`src/rtl/sys_cmd_responder.sv`:
```
// sys_cmd_responder: turns host command frames into RF/ALU strobes and response bytes; define CMD_TIMEOUT_EN to abort stalled frames
module sys_cmd_responder #(
    parameter int WIDTH_REG      = 8,
    parameter int ADDR           = 4,
    parameter int fun            = 4,
    parameter int TIMEOUT_CYCLES = 4096
) (
    input  logic                   i_REF_CLK,
    input  logic                   i_RST,
    input  logic [WIDTH_REG-1:0]   i_RX_DATA,
    input  logic                   i_RX_VALID,
    output logic [ADDR-1:0]        o_RF_ADDR,
    output logic [WIDTH_REG-1:0]   o_RF_WR_DATA,
    output logic                   o_RF_WR_EN,
    output logic                   o_RF_RD_EN,
    input  logic [WIDTH_REG-1:0]   i_RF_RD_DATA,
    input  logic                   i_RF_RD_VALID,
    output logic [fun-1:0]         o_ALU_FUN,
    output logic                   o_ALU_EN,
    output logic                   o_ALU_CLK_EN,
    input  logic [2*WIDTH_REG-1:0] i_ALU_OUT,
    input  logic                   i_ALU_VALID,
    output logic [WIDTH_REG-1:0]   o_TX_DATA,
    output logic                   o_TX_VALID,
    input  logic                   i_TX_READY,
    output logic                   o_DROP
);
    localparam logic [WIDTH_REG-1:0] CMD_WR  = WIDTH_REG'(8'hAA);
    localparam logic [WIDTH_REG-1:0] CMD_RD  = WIDTH_REG'(8'hBB);
    localparam logic [WIDTH_REG-1:0] CMD_ALU = WIDTH_REG'(8'hCC);
    localparam logic [WIDTH_REG-1:0] CMD_FUN = WIDTH_REG'(8'hDD);

    typedef enum logic [3:0] {
        IDLE, WR_ADDR, WR_DATA, RD_ADDR, RD_WAIT, ALU_A, ALU_B, ALU_FUN, ALU_WAIT,
        TX_LSB, TX_MSB, TX_ONE
    } state_t;

    state_t                 state, state_d;
    logic [ADDR-1:0]        addr_d;
    logic [WIDTH_REG-1:0]   wr_data_d;
    logic [fun-1:0]         fun_d;
    logic [2*WIDTH_REG-1:0] result, result_d;
    logic                   wr_en_d, rd_en_d, alu_en_d, clk_en_q, clk_en_d, drop_d;
    logic                   collecting, timeout;

    assign collecting = state inside {WR_ADDR, WR_DATA, RD_ADDR, ALU_A, ALU_B, ALU_FUN};

`ifdef CMD_TIMEOUT_EN
    localparam int CW = $clog2(TIMEOUT_CYCLES + 1);
    logic [CW-1:0] cnt;
    always_ff @(posedge i_REF_CLK) begin
        if (i_RST || i_RX_VALID || !collecting) cnt <= '0;
        else cnt <= cnt + CW'(1);
    end
    assign timeout = collecting && !i_RX_VALID && cnt == CW'(TIMEOUT_CYCLES - 1);
`else
    assign timeout = 1'b0;
`endif

    // The gate opens combinationally on the function byte so the ALU clock runs before o_ALU_EN.
    assign o_ALU_CLK_EN = clk_en_q || (state == ALU_FUN && i_RX_VALID && !i_RST);
    assign o_TX_VALID   = state inside {TX_LSB, TX_MSB, TX_ONE};
    assign o_TX_DATA    = !o_TX_VALID ? '0 :
                          state == TX_MSB ? result[2*WIDTH_REG-1:WIDTH_REG] : result[WIDTH_REG-1:0];

    always_comb begin
        state_d   = state;
        addr_d    = o_RF_ADDR;
        wr_data_d = o_RF_WR_DATA;
        fun_d     = o_ALU_FUN;
        result_d  = result;
        clk_en_d  = clk_en_q;
        wr_en_d   = 1'b0;
        rd_en_d   = 1'b0;
        alu_en_d  = 1'b0;
        drop_d    = i_RX_VALID && state != IDLE && !collecting;
        case (state)
            IDLE: if (i_RX_VALID)
                state_d = i_RX_DATA == CMD_WR  ? WR_ADDR :
                          i_RX_DATA == CMD_RD  ? RD_ADDR :
                          i_RX_DATA == CMD_ALU ? ALU_A   :
                          i_RX_DATA == CMD_FUN ? ALU_FUN : IDLE;
            WR_ADDR: if (i_RX_VALID) begin
                addr_d  = i_RX_DATA[ADDR-1:0];
                state_d = WR_DATA;
            end
            WR_DATA: if (i_RX_VALID) begin
                wr_data_d = i_RX_DATA;
                wr_en_d   = 1'b1;
                state_d   = IDLE;
            end
            RD_ADDR: if (i_RX_VALID) begin
                addr_d  = i_RX_DATA[ADDR-1:0];
                rd_en_d = 1'b1;
                state_d = RD_WAIT;
            end
            RD_WAIT: if (i_RF_RD_VALID) begin
                result_d = {{WIDTH_REG{1'b0}}, i_RF_RD_DATA};
                state_d  = TX_ONE;
            end
            ALU_A: if (i_RX_VALID) begin
                addr_d    = '0;
                wr_data_d = i_RX_DATA;
                wr_en_d   = 1'b1;
                state_d   = ALU_B;
            end
            ALU_B: if (i_RX_VALID) begin
                addr_d    = ADDR'(1);
                wr_data_d = i_RX_DATA;
                wr_en_d   = 1'b1;
                state_d   = ALU_FUN;
            end
            ALU_FUN: if (i_RX_VALID) begin
                fun_d    = i_RX_DATA[fun-1:0];
                alu_en_d = 1'b1;
                clk_en_d = 1'b1;
                state_d  = ALU_WAIT;
            end
            ALU_WAIT: if (i_ALU_VALID) begin
                result_d = i_ALU_OUT;
                clk_en_d = 1'b0;
                state_d  = TX_LSB;
            end
            TX_LSB: if (i_TX_READY) state_d = TX_MSB;
            TX_MSB, TX_ONE: if (i_TX_READY) state_d = IDLE;
            default: state_d = IDLE;
        endcase
        if (timeout) begin
            state_d = IDLE;
            drop_d  = 1'b1;
        end
    end

    always_ff @(posedge i_REF_CLK) begin
        if (i_RST) begin
            state        <= IDLE;
            o_RF_ADDR    <= '0;
            o_RF_WR_DATA <= '0;
            o_RF_WR_EN   <= 1'b0;
            o_RF_RD_EN   <= 1'b0;
            o_ALU_FUN    <= '0;
            o_ALU_EN     <= 1'b0;
            clk_en_q     <= 1'b0;
            o_DROP       <= 1'b0;
            result       <= '0;
        end else begin
            state        <= state_d;
            o_RF_ADDR    <= addr_d;
            o_RF_WR_DATA <= wr_data_d;
            o_RF_WR_EN   <= wr_en_d;
            o_RF_RD_EN   <= rd_en_d;
            o_ALU_FUN    <= fun_d;
            o_ALU_EN     <= alu_en_d;
            clk_en_q     <= clk_en_d;
            o_DROP       <= drop_d;
            result       <= result_d;
        end
    end
endmodule
```
`config.mk`:
```
export PLATFORM = sky130hd
export DESIGN_NAME = sys_cmd_responder
export DESIGN_NICKNAME = d
export VERILOG_FILES = /design/src/rtl/sys_cmd_responder.sv
export SDC_FILE = /design/constraint.sdc
export NUM_CORES = 1
export LEC_CHECK = 0
export CAP_MARGIN = 15
export CORE_MARGIN = 1
export CORE_UTILIZATION = 35
export CTS_BUF_LIST = sky130_fd_sc_hd__clkbuf_16
export DETAILED_ROUTE_END_ITERATION = 6
export DONT_BUFFER_PORTS = 1
export REMOVE_ABC_BUFFERS = 1
export SLEW_MARGIN = 20
export SYNTH_ARGS = -nofsm -noshare
export SYNTH_HDL_FRONTEND = slang
export SYNTH_SLANG_ARGS = --single-unit
```
`constraint.sdc`:
```
create_clock -name i_REF_CLK -period 1.9 [get_ports i_REF_CLK]
set_clock_uncertainty 0.05 [all_clocks]
set_input_delay 0.38 -clock i_REF_CLK [delete_from_list [all_inputs] [get_ports i_REF_CLK]]
set_output_delay 0.38 -clock i_REF_CLK [all_outputs]
set_load 0.01 [all_outputs]
```
==> flow_summary.toml <==
[setup_path]
critPathMaxFanout = 11
critPathKind = "flip-flop to output pin"
startpoint_type = "flip-flop"
crit_arrival_ns = 1.34
end_kind = "output pin"
crit_required_ns = 1.47

[placed_design]
dp_hpwl_um = 3510
gp_congestion = 0.801
io_buffers = 0
place_area_sq_mm = 0.00214
dp.cells = 291
dp_slack_ns = 0.182

[cells_and_area]
fin_cells = 299
mostFrequentLayoutCell = "nor2_1"
layout_common_cells = "nor2_1, dfxtp_1, mux2i_1"
num_antenna_cells = 0
syn2layout_area_growth_pct = 12.0
final_util = 0.411
fin_area_sq_mm = 0.00229
drive_gt1_frac = 0.176
layout.nets = 264
fill_cells = 576

[floorplan]
start_util = 0.367
core.rowCount = 27
die_x_um = 78.5
die_area_sq_mm = 0.00616
die_h_um = 78.5
boundaryPins = 68
core_sq_mm = 0.00557

[yosys]
syn_area_per_cell_sq_um = 9.27
syn_inst = 221
synth_seq_area_share = 0.401
synthDistinctLibCells = 51
ys_ff_latch = 41
synth-async-reset-ratio = 0
yosysWarnings = 0
synthFlopType = "dfxtp_1"
synth_area_sq_mm = 0.00205
synth_edf_count = 0

[sta]
maxSlewViolCount = 0
rsz0062_at_grt = "false"
setup_violations = 0
fin_ws_ns = 0.132
slew_headroom = 0.734
fin_hold_ws_ns = 0.105
final.min_clock_period_ns = 1.77
fmax_mhz = 566
worstMarginPinSlew_ns = 0.395
hold_viol = 0
fin_crit_sh = 0.931
setup-tns-final_ns = 0

[grt]
grt_pass1_wl_um = 7770
overflow = 0
grt_max_degree = 41
antenna_found_initial = 0
gr-usage-all-layers = 0.161
grt_pass1_vias = 1607

[detailed_routing]
viasPerCell = 5.47
initialDrtViolationCount = 70
drt_pre_antenna_iters = 4
drt.antenna.violating_nets = 0
finalWirelength_um = 4730
via_count = 1637
drcViolationCount = 0
wl_per_cell_um = 15.8

[cts]
htreeDepth = 2
cts_buffer_depth = 2
hold_buffers = 0
numCtsBuffers = 5
cts_tree = "built"
clkLatencyLatePin_ns = 0.28
cts_sinks = 41
cts_setup_buffers = 0
cts_resized = 2
clockRootBuffer = "clkbuf_16"
clk_pin_slew_ns = 0.06

[pwr]
finalPower_mw = 1.73
powerDensity_mw_per_mm2 = 753
ir_worst_vdd_mv = 0.350
total_leakage_power_nw = 0.800

[worst_hold_path]
hold_path.class = "primary input to flip-flop"

[outcome]
status = "finished, final reports clean"

[flow_run]
max-cap-violations = 0
cell type report:
| cell class | count | area (sq um) | area share |
|---|---|---|---|
| sequential | 41 | 826 | 0.360 |
| multi-input combinational | 163 | 1130 | 0.493 |
| tap | 72 | 90.1 | 0.0393 |
| inverter | 2 | 7.51 | 0.00327 |
| clock inverter | 3 | 17.5 | 0.00764 |
| clock buffer | 5 | 125 | 0.0546 |
| timing repair buffer | 13 | 97.6 | 0.0426 |
worst paths after layout:
| kind | from | to | cells past startpoint | slack (ns) |
|---|---|---|---|---|
| min | i_RST | result[7]$_SDFFE_PP0P_ | 1 | 0.10 |
| max | state[1]$_SDFFE_PP0P_ | o_TX_DATA[6] | 4 | 0.13 |
| min reg2reg | clk_en_q$_SDFFE_PP0P_ | clk_en_q$_SDFFE_PP0P_ | 2 | 0.43 |
| max reg2reg | state[3]$_SDFFE_PP0P_ | result[4]$_SDFFE_PP0P_ | 5 | 0.24 |
flip-flops by register name (all words and copies together) (netlist names):
register,count
result,16
o_RF_WR_DATA,8
o_ALU_FUN,4
o_RF_ADDR,4
state,4
clk_en_q,1
o_ALU_EN,1
o_DROP,1
o_RF_RD_EN,1
o_RF_WR_EN,1
metal layers:
| layer | global-route usage | vias up | part of all wire | wire [um] |
|---|---|---|---|---|
| li1 | - | 809 | - | - |
| met1 | 0.203 | 774 | 0.46 | 2190 |
| met2 | 0.257 | 52 | 0.47 | 2210 |
| met3 | 0.0581 | 2 | 0.067 | 318 |
| met4 | 0.0481 | 0 | 0.0019 | 9 |
| met5 | 0 | - | 0 | 0 |
where the power goes:
group / internal (mW) / switching, mW / total, mW / leakage (nW)
clock network: 0.481 / 0.334 / 0.815 / 0.0696
logic: 0.0245 / 0.0216 / 0.0462 / 0.398
registers: 0.863 / 0.00344 / 0.867 / 0.332
cell usage after synthesis (5+ instances only):
library cell  instances  area share
a21oi_1              15       0.037
clkbuf_1              8       0.015
nor2_1               40       0.073
a211oi_1              6       0.022
dfxtp_1              41        0.40
nand2b_1              8       0.024
a22oi_1               9       0.033
mux2i_1              20       0.098
and3_1                7       0.021
nand3_1               5       0.012
cell families after synthesis:
kind of cell,count (synthesis),synth area share
multiplexers,20,0.0977
AND/OR/NAND/NOR,86,0.239
flip-flops,41,0.401
buffers and inverters,17,0.0489
AO/OA/AOI/OAI,55,0.205
XOR/XNOR,2,0.00855
critical path, stage by stage, from the launching register on:
cell     delay [ns]
dfxtp_2        0.43
buf_4          0.19
and3_1         0.17
a21oi_1        0.04
nor2_1         0.22
Note: power is estimated with default switching activity, not from simulation.
